## config.mk

```make
export PLATFORM = sky130hd
export DESIGN_NAME = keypad_encoder
export DESIGN_NICKNAME = d
export VERILOG_FILES = /design/src/rtl/keypad_encoder_pkg.sv /design/src/rtl/keypad_encoder_sync2.sv /design/src/rtl/keypad_encoder.sv
export SDC_FILE = /design/constraint.sdc
export NUM_CORES = 1
export LEC_CHECK = 0
export ABC_CLOCK_PERIOD_IN_PS = 9110
export CORE_MARGIN = 8
export CORE_UTILIZATION = 67
export DETAILED_ROUTE_END_ITERATION = 6
export DONT_BUFFER_PORTS = 1
export GPL_ROUTABILITY_DRIVEN = 0
export PLACE_DENSITY_LB_ADDON = 0.1
export SLEW_MARGIN = 20
export SYNTH_ARGS = -nofsm -noshare
export SYNTH_HDL_FRONTEND = slang
export SYNTH_SLANG_ARGS = --single-unit
```

## constraint.sdc

```tcl
create_clock -name clk -period 9.11 [get_ports clk]
set_clock_uncertainty 0.05 [all_clocks]
set_input_delay 1.3665 -clock clk [delete_from_list [all_inputs] [get_ports clk]]
set_output_delay 1.3665 -clock clk [all_outputs]
set_load 0.01 [all_outputs]
```

## src/rtl/keypad_encoder_pkg.sv

```systemverilog
// Shared constants and enumerations for the keypad encoder.
// Key codes 0-15 are hex digits; W and NONE are reserved.
package keypad_encoder_pkg;

  localparam logic [4:0] KEY_W    = 5'd16;
  localparam logic [4:0] KEY_NONE = 5'd31;

  typedef enum logic [1:0] {
    IDLE,
    DEBOUNCE,
    EMIT,
    RELEASE
  } enc_state_t;

  typedef enum logic [1:0] {
    CLS_NONE,
    CLS_SINGLE,
    CLS_MULTI
  } frame_cls_t;

endpackage

```

## src/rtl/keypad_encoder_sync2.sv

```systemverilog
// Parameterized-width two-flop synchronizer.
// Reset clears both stages.
module sync2 #(
  parameter int W = 1
) (
  input  logic         clk,
  input  logic         rst_n,
  input  logic [W-1:0] d,
  output logic [W-1:0] q
);

  logic [W-1:0] meta;

  always_ff @(posedge clk or negedge rst_n) begin
    if (!rst_n) begin
      meta <= '0;
      q    <= '0;
    end else begin
      meta <= d;
      q    <= meta;
    end
  end

endmodule

```

## src/rtl/keypad_encoder.sv

```systemverilog
// 4x4 keypad scanner plus W button with frame debounce.
// Emits one strobe per qualified press.
module keypad_encoder
  import keypad_encoder_pkg::*;
#(
  parameter int SCAN_DIV        = 1000,
  parameter int DEBOUNCE_FRAMES = 8
) (
  input  logic       clk,
  input  logic       rst_n,
  input  logic [3:0] col_n,
  input  logic       w_btn,
  output logic [3:0] row_n,
  output logic [4:0] keyout,
  output logic       strobe
);

  localparam int SW = $clog2(SCAN_DIV);
  localparam int FW = $clog2(DEBOUNCE_FRAMES + 1);
  localparam logic [FW-1:0] DF = FW'(DEBOUNCE_FRAMES);

  logic [4:0]    hits;
  logic [SW-1:0] scan_cnt;
  logic [1:0]    row;
  logic [1:0]    acc_cnt;
  logic [4:0]    acc_code;
  logic          sample;
  logic          frame_done;
  logic [4:0]    row_hits;
  logic [2:0]    row_cnt;
  logic [4:0]    row_code;
  logic [2:0]    tot;
  logic [4:0]    fcode;
  frame_cls_t    cls;

  enc_state_t    state, state_d;
  logic [FW-1:0] frame_cnt, cnt_d, cnt_inc;
  logic [4:0]    code, code_d;

  // Columns inverted first so a cleared synchronizer reads as no key.
  sync2 #(.W(5)) u_sync (
    .clk   (clk),
    .rst_n (rst_n),
    .d     ({w_btn, ~col_n}),
    .q     (hits)
  );

  assign sample     = scan_cnt == SW'(SCAN_DIV - 1);
  assign frame_done = sample && row == 2'd3;
  assign row_n      = ~(4'b0001 << row);

  always_comb begin
    row_hits = {hits[4] && row == 2'd3, hits[3:0]};
    row_cnt  = '0;
    for (int i = 0; i < 5; i++)
      row_cnt = row_cnt + {2'b00, row_hits[i]};
    row_code = KEY_W;
    for (int c = 3; c >= 0; c--)
      if (row_hits[c])
        row_code = {1'b0, row, 2'(c)};
  end

  assign tot   = {1'b0, acc_cnt} + row_cnt;
  assign fcode = (acc_cnt != 2'd0) ? acc_code : row_code;

  always_comb begin
    cls = CLS_MULTI;
    if (tot == 3'd0)
      cls = CLS_NONE;
    else if (tot == 3'd1)
      cls = CLS_SINGLE;
  end

  always_ff @(posedge clk or negedge rst_n) begin
    if (!rst_n) begin
      scan_cnt <= '0;
      row      <= 2'd0;
      acc_cnt  <= 2'd0;
      acc_code <= KEY_NONE;
    end else if (sample) begin
      scan_cnt <= '0;
      row      <= row + 2'd1;
      if (row == 2'd3) begin
        acc_cnt  <= 2'd0;
        acc_code <= KEY_NONE;
      end else begin
        acc_cnt  <= (tot >= 3'd2) ? 2'd2 : tot[1:0];
        acc_code <= fcode;
      end
    end else begin
      scan_cnt <= scan_cnt + SW'(1);
    end
  end

  assign cnt_inc = (frame_cnt == DF) ? frame_cnt
                                     : frame_cnt + FW'(1);

  always_ff @(posedge clk or negedge rst_n) begin
    if (!rst_n) begin
      state     <= IDLE;
      frame_cnt <= '0;
      code      <= KEY_NONE;
    end else begin
      state     <= state_d;
      frame_cnt <= cnt_d;
      code      <= code_d;
    end
  end

  always_comb begin
    state_d = state;
    cnt_d   = frame_cnt;
    code_d  = code;
    strobe  = 1'b0;
    keyout  = KEY_NONE;
    unique case (state)
      IDLE: begin
        if (frame_done && cls == CLS_SINGLE) begin
          code_d  = fcode;
          cnt_d   = FW'(1);
          state_d = DEBOUNCE;
        end
      end
      DEBOUNCE: begin
        if (frame_done) begin
          if (cls == CLS_SINGLE && fcode == code) begin
            cnt_d = cnt_inc;
            if (cnt_inc == DF)
              state_d = EMIT;
          end else begin
            cnt_d   = '0;
            state_d = IDLE;
          end
        end
      end
      EMIT: begin
        strobe  = 1'b1;
        keyout  = code;
        cnt_d   = '0;
        state_d = RELEASE;
      end
      RELEASE: begin
        if (frame_done) begin
          if (cls == CLS_NONE) begin
            cnt_d = cnt_inc;
            if (cnt_inc == DF) begin
              cnt_d   = '0;
              state_d = IDLE;
            end
          end else begin
            cnt_d = '0;
          end
        end
      end
      default: state_d = IDLE;
    endcase
  end

endmodule

```

Word-level counts from Yosys, hierarchy flattened
Cells that the tools add are included.
{"block": "classes", "reduce_logical": 11, "add_sub_neg": 8, "order_cmp": 1, "mux": 29, "bitwise": 2, "n_eq_ne": 16, "shift": 1}
{"op": "2-to-1 mux 5 bit", "n": 7}
{"op": "2-to-1 mux 4 bit", "n": 7}
{"op": "2-to-1 mux 2 bit", "n": 11}
{"op": "one-hot mux 4 bit (4 select lines)", "n": 1}
{"op": "adder 10 x 1 -> 10 bit (second input constant)", "n": 1}
{"op": "== test 10 bit (second input constant)", "n": 1}
{"op": "2-to-1 mux 10 bit", "n": 1}
{"op": "inequality test 2 bit (second input constant)", "n": 5}
{"op": "== test 4 bit (second input constant)", "n": 2}
{"op": "NOT 4 bit", "n": 2}
{"op": "one-hot mux 2 bit (4 select lines)", "n": 1}
{"op": "adder 3 x 1 -> 3 bit", "n": 2}
{"op": "== test 2 bit (second input constant)", "n": 3}
{"op": "AND reduction 6 bit", "n": 1}
{"op": "== test 5 bit", "n": 1}
{"op": "adder 4 x 1 -> 4 bit (second input constant)", "n": 1}
{"op": "== test 2 x 1 -> 1 bit (second input constant)", "n": 2}
{"op": "logical AND 1 bit", "n": 4}
{"op": "zero test 2 bit", "n": 2}
{"op": "left shift 1 x 2 -> 4 bit (first input constant)", "n": 1}
{"op": "adder 2 x 1 -> 3 bit", "n": 1}
{"op": "adder 2 x 3 -> 3 bit", "n": 1}
{"op": "== test 3 x 1 -> 1 bit (second input constant)", "n": 1}
{"op": "greater-or-equal comparator 3 x 2 -> 1 bit (second input constant)", "n": 1}
{"op": "other kinds (8)", "n": 8}
{"block": "totals", "ff_bits": 40, "elab_cells": 77, "output_inout_bits": 10, "inputBits": 7}

Logic depth before layout (Yosys ltp)
Gate-level depths: netlist of run 1.
{"block": "logic_depth", "depth_word": 13, "ltp_mapped": 14}

By module
From an unflattened synthesis of run 1, not the netlist that was laid out.
{"block": "hier_totals", "cells_unflattened": 214, "area_unflattened_um2": 2140.8}
{"module": "keypad_encoder", "seq_area_each_um2": 763.2, "instances": 1, "area_per_inst_um2": 1890.6, "cells_per_inst": 204}
{"module": "sync2", "seq_area_each_um2": 250.2, "instances": 1, "area_per_inst_um2": 250.2, "cells_per_inst": 10}

Worst setup path before layout of run 1
Ideal clock, no wire load.
{"block": "synth_timing", "path_type": "reg2reg", "startpoint": "register row[0]", "endpoint": "register frame_cnt[3]", "slack_ns": 5.422, "t_arrival_ns": 3.543, "n_path_buf": 0, "synth_period_minus_slack_ns": 3.688, "stages_incl_launch_ff": 15, "setup_ns": 0.096, "cell_sequence": "dfrtp_1 ha_1 nand2_1 fa_1 fa_1 inv_1 ha_1 inv_1 fa_1 xor2_1 nand3_1 or3_1 nor3_1 nand3_1 o31ai_1"}
{"block": "synth_between", "elab_chain_len": 12, "elab_cells_between_ends": 28, "classes_between": "add/sub (2); eq/ne (7); mux (12); reduce/logical (7)"}
{"item": "start, declared", "line": "keypad_encoder.sv:24", "source": "logic [1:0] row;"}
{"item": "start signal, assigned", "line": "keypad_encoder.sv:82", "source": "row <= row + 2'd1;"}
{"item": "== test 2 bit", "line": "keypad_encoder.sv:49, keypad_encoder.sv:53"}
{"item": "logical AND 1 bit", "line": "keypad_encoder.sv:53", "source": "row_hits = {hits[4] && row == 2'd3, hits[3:0]};"}
{"item": "adder 3 x 1 -> 3 bit", "line": "keypad_encoder.sv:56", "source": "row_cnt = row_cnt + {2'b00, row_hits[i]};"}
{"item": "adder 2 x 3 -> 3 bit", "line": "keypad_encoder.sv:63", "source": "assign tot = {1'b0, acc_cnt} + row_cnt;"}
{"item": "== test 3 x 1 -> 1 bit", "line": "keypad_encoder.sv:70", "source": "else if (tot == 3'd1)"}
{"item": "2-to-1 mux 2 bit", "line": "keypad_encoder.sv:70"}
{"item": "2-to-1 mux 2 bit", "line": "keypad_encoder.sv:68", "source": "if (tot == 3'd0)"}
{"item": "== test 2 x 1 -> 1 bit", "line": "keypad_encoder.sv:118, keypad_encoder.sv:126"}
{"item": "logical AND 1 bit", "line": "keypad_encoder.sv:126", "source": "if (cls == CLS_SINGLE && fcode == code) begin"}
{"item": "2-to-1 mux 4 bit", "line": "keypad_encoder.sv:126"}
{"item": "2-to-1 mux 4 bit", "line": "keypad_encoder.sv:125", "source": "if (frame_done) begin"}
{"item": "one-hot mux 4 bit (4 select lines)", "line": "keypad_encoder.sv:116", "source": "unique case (state)"}
{"item": "end signal, assigned", "line": "keypad_encoder.sv:105", "source": "frame_cnt <= cnt_d;"}
{"item": "end, declared", "line": "keypad_encoder.sv:37", "source": "logic [FW-1:0] frame_cnt, cnt_d, cnt_inc;"}
Parallel ways exist; a longest one is shown, timed or not. The select of a mux whose other input is x is not followed.
A chain may end at the register's enable or synchronous reset.

Final worst setup path of run 1
{"block": "layout_timing", "startpoint": "register row[1]", "endpoint": "register frame_cnt[2]"}
Same word-level chain as after synthesis.

==> flow_summary.yaml, run 1 <==
synth:
  yosys.area.top_type: "dfrtp_1"
  async_reset_ff_share_pct: 100
  avgSynthCellArea_um2: 9.76
  synthesis.area_mm2: 0.00215
  ys_types: 46
  yosys-top-cells-area: "dfrtp_1, dfstp_2, ha_1"
  ys.flop_type: "dfrtp_1"
  yosysSeqAreaShare_pct: 47.2
  synth_warnings: 0
  ys_ff_latch: 40
  synth_top_area_share_pct: 35.0
  synth_edf_count: 0
  syn-instance-count: 220
  syn_nets: 239
power:
  peakVddDrop_mv: 0.126
  combPwrFrac_pct: 4.8
  p_switching_uw: 63.8
  p_seq_share_pct: 63.2
  clock_power_share_pct: 32.1
  p_per_area_mw_per_mm2: 128
  p_int_uw: 223
  sw_frac_of_total_pct: 22.2
  p_leak_uw: 0.000966
clock_network:
  postCtsSetupBuffers: 0
  cts-htree-levels: 2
  clock-sinks: 40
  numCtsBuffers: 5
  cts-root-buf: "clkbuf_4"
  clk_path_buf_depth: 2
  clk_latency_ns: 0.35
  ctsResizeCount: 0
  tritoncts: "done"
  clk_pin_slew_worst_paths_ns: 0.11
  hold_buffers: 0
worst_setup_path:
  cp_common_cell: "fa_1"
  cp_num_buf_inv: 2
  worstPathArrival_ns: 4.28
  endpoint_kind: "flip-flop"
  path_max_fanout: 6
  slowest_stage: "fa_1"
  startpoint: "row[1]"
  reg2reg_from: "row[1]"
  max_stage_delay_ns: 0.50
  cp_cell_sequence: "ha_1 > nand2_1 > fa_1 > fa_1 > inv_1 > ha_1 > inv_1 > fa_1 > xor2_1 > nand3_1 > or3_1 > nor3_1 > a31oi_1 > o31ai_1"
  start_kind: "flip-flop"
  crit_family: "adder cells"
  crit_required_ns: 9.32
  critical_path_class: "flip-flop to flip-flop"
drt:
  vias: 1599
  via_per_inst: 5.97
  drtIter0Drc: 135
  routed_wl_mm: 4.07
  route.detailed.drc: 0
  dr.pass1.iters: 4
  ant_nets: 0
  drt-wirelength-per-cell_um: 15.2
sta:
  rsz0062_at_grt: "no"
  slew_headroom_pct: 51.0
  setup_viol_count_final: 0
  fmax_ghz: 0.246
  hold_viol_final: 0
  finalWorstSetupSlack_ns: 5.04
  finalMaxSlewViolations: 0
  setup_tns_ns: 0
  tightest_slew_ns: 0.728
  whs_ns: 0.300
  finalCritPeriodShare_pct: 44.7
  period_needed_ns: 4.07
finish:
  final_common_cell: "dfrtp_1"
  syn_to_final_growth_pct: 4.72
  fill_cells: 233
  final_cell_mix: "dfrtp_1, nor2_1, inv_1"
  multi_input_area_mm2: 0.00103
  fin_nets: 242
  layout-drive-gt1-share_pct: 11.2
  diodes: 0
  seqCellArea_mm2: 0.00101
placement:
  port_buffers: 0
  dp_slack_ns: 5.07
  hpwlAfterDp_mm: 3.04
worst_hold_path:
  hp-class: "flip-flop to flip-flop"
  hp-start: "u_sync.meta[3]"
floorplan:
  ios: 17
  start_util_pct: 70.3
  die_h_um: 72.6
  rows: 20
  die_area_mm2: 0.00527
  coreArea_mm2: 0.00305
  die_w_um: 72.6
run_status:
  outcome: "complete, no violations"
global_route:
  grt.overflow.total: 0
  grt_pass1_wl_mm: 7.10
  grt_usage_pct: 17.2
  grt_start_max_net_pins: 41
  first_global_vias: 1615
  antenna_found_initial: 0
job:
  cap_violations: 0
-- power by group through the flow --
stage / Clock, uW / Sequential (uW) / Combinational, uW
final: 91.9 / 181 / 13.7
after global routing: 101 / 182 / 15.4
after CTS: 94.9 / 181 / 13.3
after detailed placement: 0 / 185 / 13.3
after global placement: 0 / 184 / 12.4
after floorplan: 0 / 184 / 10.7
-- layout make-up --
| type | count | area share [%] |
|---|---|---|
| multi-input cells | 154 | 46.0 |
| flip-flops and latches | 40 | 45.1 |
| clock buffers | 8 | 2.62 |
| inverters | 21 | 3.51 |
| well taps | 44 | 2.45 |
| repair buffers | 1 | 0.334 |
-- cell usage after synthesis (all sizes together), types with 3 or more instances --
library cell	number
nand2	17
nand2b	5
nand3	8
dfstp	10
o21ai	12
o31ai	5
clkbuf	4
dfrtp	30
a31oi	5
nor2	25
o21a	4
inv	21
xor2	6
nor3	4
ha	9
fa	3
xnor2	8
or4	3
a21oi	14
-- state kept, by name, summed over array words and instances (netlist names), named ones only --
signal	count
u_sync.q	5
acc_cnt	2
acc_code	5
scan_cnt	10
state	1
row	2
frame_cnt	4
code	5
u_sync.meta	5
-- through the flow --
step	std cells	cell area [um^2]	total power [uW]	utilization, %
finish	268	2250	287	73.6
global route	268	2250	298	73.6
CTS	268	2250	289	73.6
detailed placement	260	2190	198	71.7
global placement	260	2190	197	71.7
floorplan	220	2150	195	-
-- layer usage --
metal / up-vias / GRT usage [%] / wire length, um
li1: 756 / - / -
met2: 57 / 27.9 / 2000
met4: 0 / 8.67 / 90
met1: 776 / 20.3 / 1740
met5: - / 0 / 0
met3: 10 / 4.67 / 244
-- final timing paths --
check	end	slack, ns	cells past startpoint
max in group asynchronous	acc_code[3]	8.19	0
setup / recovery	frame_cnt[2]	5.04	14
setup reg to reg	frame_cnt[2]	5.04	14
min in group asynchronous	asynchronous set/reset pin	0.64	0
hold / removal	u_sync.q[3]	0.30	0
hold reg to reg	u_sync.q[3]	0.30	0
-- cells by family after synthesis --
| group | synth area share (%) |
|---|---|
| xor gates and xnor gates | 5.71 |
| and+or+nand+nor | 17.7 |
| adders and majority gates | 8.04 |
| AOI/OAI and AO/OA | 15.2 |
| DFF | 47.2 |
| muxes | 1.52 |
| buffers and inverters | 4.60 |
No activity file was read; power rests on OpenSTA's default activity.
==> inputs of run 2 (changes only) <==
- ABC_CLOCK_PERIOD_IN_PS: 9110 -> 4200
- CORE_UTILIZATION: 67 -> 62
- clock period: 9.11 -> 4.2 ns (I/O delays scaled with it)
==> run 2 against run 1 <==
  * Die area grew 6.3%
  * First-iteration DRC count shrank 13%
  * Sequential share of layout area fell by 0.95 points
  * Final area increased by 2.3%
  * Register-to-register slack got worse by 4.8 ns
  * Setup slack got worse by 4.8 ns
==> flow_summary.yaml, run 2 (same netlist as run 1, synthesis figures left out) <==
run_status:
  outcome: "complete, no violations"
worst_setup_path:
  endpoint_kind: "flip-flop"
  critical_path_class: "flip-flop to flip-flop"
  cp_common_cell: "fa_1"
  crit_required_ns: 4.42
  slowest_stage: "fa_1"
  worstPathArrival_ns: 4.16
  cp_cell_sequence: "ha_2 > nand2_1 > fa_1 > fa_1 > inv_1 > ha_1 > inv_1 > fa_1 > xor2_2 > nand3_2 > or3_1 > nor3_1 > nand3_1 > o31ai_2"
  path_max_fanout: 6
  start_kind: "flip-flop"
  max_stage_delay_ns: 0.50
global_route:
  first_global_vias: 1589
  grt.overflow.total: 0
  antenna_found_initial: 0
  grt_start_max_net_pins: 31
  grt_pass1_wl_mm: 7.08
  grt_usage_pct: 16.6
sta:
  setup_tns_ns: 0
  finalMaxSlewViolations: 0
  setup_viol_count_final: 0
  whs_ns: 0.0261
  finalCritPeriodShare_pct: 93.8
  slew_headroom_pct: 54.8
  period_needed_ns: 3.94
  fmax_ghz: 0.254
  rsz0062_at_grt: "no"
  hold_viol_final: 0
  tightest_slew_ns: 0.672
drt:
  route.detailed.drc: 0
  wl_met2_mm: 2.11
  met3WireLength_um: 242
  ant_nets: 0
  via_per_inst: 5.98
  dr.pass1.iters: 5
  top_layer: "met4"
  vias: 1620
  routed_wl_mm: 4.12
  drt-wirelength-per-cell_um: 15.2
  drtIter0Drc: 117
  wl_met1_mm: 1.67
finish:
  fin_nets: 243
  fill_cells: 289
  syn_to_final_growth_pct: 7.11
  largest_register_ffs: 10
  final_common_cell: "dfrtp_1"
  final_area_mm2: 0.00230
  final_cell_mix: "dfrtp_1, nor2_1, inv_1"
  multi_input_area_mm2: 0.00105
  seqCellArea_mm2: 0.00101
  layout-drive-gt1-share_pct: 14.7
  diodes: 0
  regMostFlops: "scan_cnt"
clock_network:
  tritoncts: "done"
  numCtsBuffers: 5
  clock-sinks: 40
  clk_path_buf_depth: 2
  cts-htree-levels: 2
  clk_pin_slew_worst_paths_ns: 0.12
  cts-root-buf: "clkbuf_4"
  postCtsSetupBuffers: 0
  clk_latency_ns: 0.35
placement:
  port_buffers: 0
  hpwlAfterDp_mm: 3.11
  placed_cell_area_mm2: 0.00219
floorplan:
  die_w_um: 74.8
  die_h_um: 74.8
  rows: 21
  start_util_pct: 64.3
  die_area_mm2: 0.00560
  ios: 17
  coreArea_mm2: 0.00334
power:
  p_leak_uw: 0.000973
  p_per_area_mw_per_mm2: 279
  peakVddDrop_mv: 0.215
job:
  cap_violations: 0
worst_hold_path:
  hp-class: "input port to asynchronous set/reset pin"
run 2: path summary, 6_finish.rpt:
path / start / to / depth (start not counted) / slack [ns]
min reg2reg: u_sync.meta[4] / u_sync.q[4] / 0 / 0.31
min in group clk: w_btn / u_sync.meta[4] / 0 / 0.25
max reg2reg: row[1] / frame_cnt[3] / 14 / 0.26
min: rst_n / frame_cnt[3] / 1 / 0.03
max: row[1] / frame_cnt[3] / 14 / 0.26
max in group asynchronous: rst_n / row[0] / 1 / 3.89
run 2: power breakdown:
part | switching [uW] | internal (uW) | total [uW] | leakage [uW]
Clock | 129 | 81.3 | 211 | 0.0000305
Sequential | 3.08 | 390 | 393 | 0.000483
Combinational | 24.3 | 13.7 | 38.0 | 0.000460
run 2: what timing repair did:
action                                  in CTS  in global routing
resized for setup                            0                  5
hold endpoints to repair                    30                  0
hold buffers                                 1                  0
endpoints found under the setup margin       0                  6
run 2: per-layer routing:
metal  vias to the layer above  GRT usage (%)
met1                       786           19.7
met4                         0           6.09
li1                        764              -
met2                        59           27.9
met3                        11           4.53
met5                         -              0
run 2: final cells by class:
class	count	share of cell area [%]
clock buffer	6	2.23
clock inverter	2	0.653
inverter	21	3.43
multi-input combinational	154	45.9
sequential	40	44.1
tap	46	2.50
timing repair buffer	2	1.20
run 2: stage by stage:
stage          instances  utilization, %  setup slack, ns  power [uW]
2_1_floorplan        220               -            0.512         423
3_3_place_gp         262            65.7            0.329         427
3_5_place_dp         262            65.7           0.0951         429
4_1_cts              271            68.3           0.0736         646
5_1_grt              271            68.9           0.0548         670
6_report             271            68.9            0.260         642
run 2: critical path: cells and delay by family (launching register included):
family	cells	cell delay, ns
adders and majority gates	5	1.74
and+or+nand+nor	5	1.01
DFF	1	0.44
xor gates and xnor gates	1	0.25
AOI/OAI and AO/OA	1	0.25
buffers and inverters	2	0.12
==> inputs of run 3 (changes only) <==
- REMOVE_ABC_BUFFERS: default -> 1
==> run 3 against run 2 <==
  * Sequential share of layout area decreased by 0.57 points
  * Worst hold slack improved by 0.0085 ns
  * Setup slack got worse by 0.043 ns
  * Die area unchanged
  * Maximum frequency decreased by 1.1%
  * First-iteration DRC count increased by 44%
  * Routed wire length increased by 6.1%
  * Largest cell class unchanged
==> flow_summary.yaml, run 3 (same netlist as run 1, synthesis figures left out) <==
drt:
  ant_nets: 0
  drt-wirelength-per-cell_um: 16.1
  dr.pass1.iters: 4
  vias: 1623
  drtIter0Drc: 168
  routed_wl_mm: 4.37
  via_per_inst: 5.99
  route.detailed.drc: 0
placement:
  placed_cell_area_mm2: 0.00219
  hpwlAfterDp_mm: 3.19
  port_buffers: 0
floorplan:
  rows: 21
  die_area_mm2: 0.00560
  die_w_um: 74.8
  start_util_pct: 64.3
  die_h_um: 74.8
  coreArea_mm2: 0.00334
  ios: 17
worst_setup_path:
  crit_required_ns: 4.41
  cp_cell_sequence: "ha_2 > nand2_1 > fa_1 > fa_1 > inv_1 > ha_1 > inv_1 > fa_1 > xor2_2 > nand3_2 > or3_1 > nor3_1 > a31oi_1 > o31ai_1"
  max_stage_delay_ns: 0.50
  endpoint_kind: "flip-flop"
  cp_common_cell: "fa_1"
  worstPathArrival_ns: 4.19
  start_kind: "flip-flop"
  path_max_fanout: 6
  slowest_stage: "fa_1"
  rrSetupSlack_ns: 0.22
  critical_path_class: "flip-flop to flip-flop"
  cp_num_buf_inv: 2
  crit_family: "adder cells"
clock_network:
  cts-htree-levels: 2
  clk_pin_slew_worst_paths_ns: 0.12
  clk_path_buf_depth: 2
  clock-sinks: 40
  cts-root-buf: "clkbuf_4"
  numCtsBuffers: 5
  tritoncts: "done"
  clk_latency_ns: 0.35
sta:
  fmax_ghz: 0.251
  whs_ns: 0.0346
  finalCritPeriodShare_pct: 94.8
  setup_viol_count_final: 0
  finalMaxSlewViolations: 0
  slew_headroom_pct: 50.1
  setup_tns_ns: 0
  tightest_slew_ns: 0.742
  period_needed_ns: 3.98
  hold_viol_final: 0
finish:
  syn_to_final_growth_pct: 8.51
  final_area_mm2: 0.00233
  regMostFlops: "scan_cnt"
  layout-drive-gt1-share_pct: 13.8
  final_cell_mix: "dfrtp_1, nor2_1, inv_1"
  final_common_cell: "dfrtp_1"
  largest_register_ffs: 10
  fin_nets: 243
  diodes: 0
global_route:
  first_global_vias: 1663
  grt_pass1_wl_mm: 7.64
  grt_usage_pct: 18.0
  grt.overflow.total: 0
  antenna_found_initial: 0
  grt_start_max_net_pins: 31
job:
  cap_violations: 0
power:
  p_leak_uw: 0.000994
  p_per_area_mw_per_mm2: 318
  peakVddDrop_mv: 0.221
  power.total_uw: 742
worst_hold_path:
  hp-class: "input port to asynchronous set/reset pin"
run_status:
  outcome: "complete, no violations"
[run 3: cell count changes in the layout (fill, tap and decap cells not counted), sizes merged]
cell      previous run  this run
bufinv               0         2
clkinvlp             2         0
[run 3: power by group]
group	internal, uW	switching [uW]
sequential	390	3.30
combinational	13.7	25.6
clock	186	123
[run 3: final timing paths]
| kind | endpoint | depth (start not counted) | from |
|---|---|---|---|
| min in group clk | u_sync.meta[4] | 0 | w_btn |
| worst max-delay path | frame_cnt[2] | 14 | row[0] |
| worst min-delay path | state[0] | 1 | rst_n |
| max in group asynchronous | row[1] | 1 | rst_n |
| worst max register to register | frame_cnt[2] | 14 | row[0] |
| worst min register to register | u_sync.q[2] | 0 | u_sync.meta[2] |
[run 3: area by class of cell]
type                       count  area [um^2]
clock buffer                   6         41.3
multi-input combinational    154         1050
tap                           46         57.6
timing repair buffer           2         27.5
sequential                    40         1010
fill                         261         1010
clock inverter                 2         60.1
inverter                      21         78.8
[run 3: timing repair]
action                                 4_1_cts  5_1_grt
resized for setup                            0        4
hold buffers                                 1        0
setup endpoints to repair                    0        6
setup buffers                                0        0
endpoints found under the hold margin       30        0
[run 3: stage by stage]
stage	utilization (%)	cells	setup slack (ns)
floorplan	-	215	0.512
detailed placement	65.7	262	0.126
CTS	69.3	271	0.0906
global route	69.8	271	-0.00239
global placement	65.7	262	0.322
finish	69.8	271	0.217
[run 3: worst register-to-register path: stages (launching register included)]
cell     delay (ns)
dfrtp_1        0.44
ha_2           0.28
nand2_1        0.09
fa_1           0.50
fa_1           0.42
inv_1          0.07
ha_1           0.14
inv_1          0.05
fa_1           0.40
xor2_2         0.25
nand3_2        0.16
or3_1          0.34
nor3_1         0.27
a31oi_1        0.19
o31ai_1        0.25
[run 3: per-layer routing]
layer,vias to the layer above,GRT usage [%],wire (um)
li1,766,-,-
met2,70,30.3,2250
met3,8,4.79,275
met1,779,20.5,1800
met5,-,0,0
met4,0,8.70,51
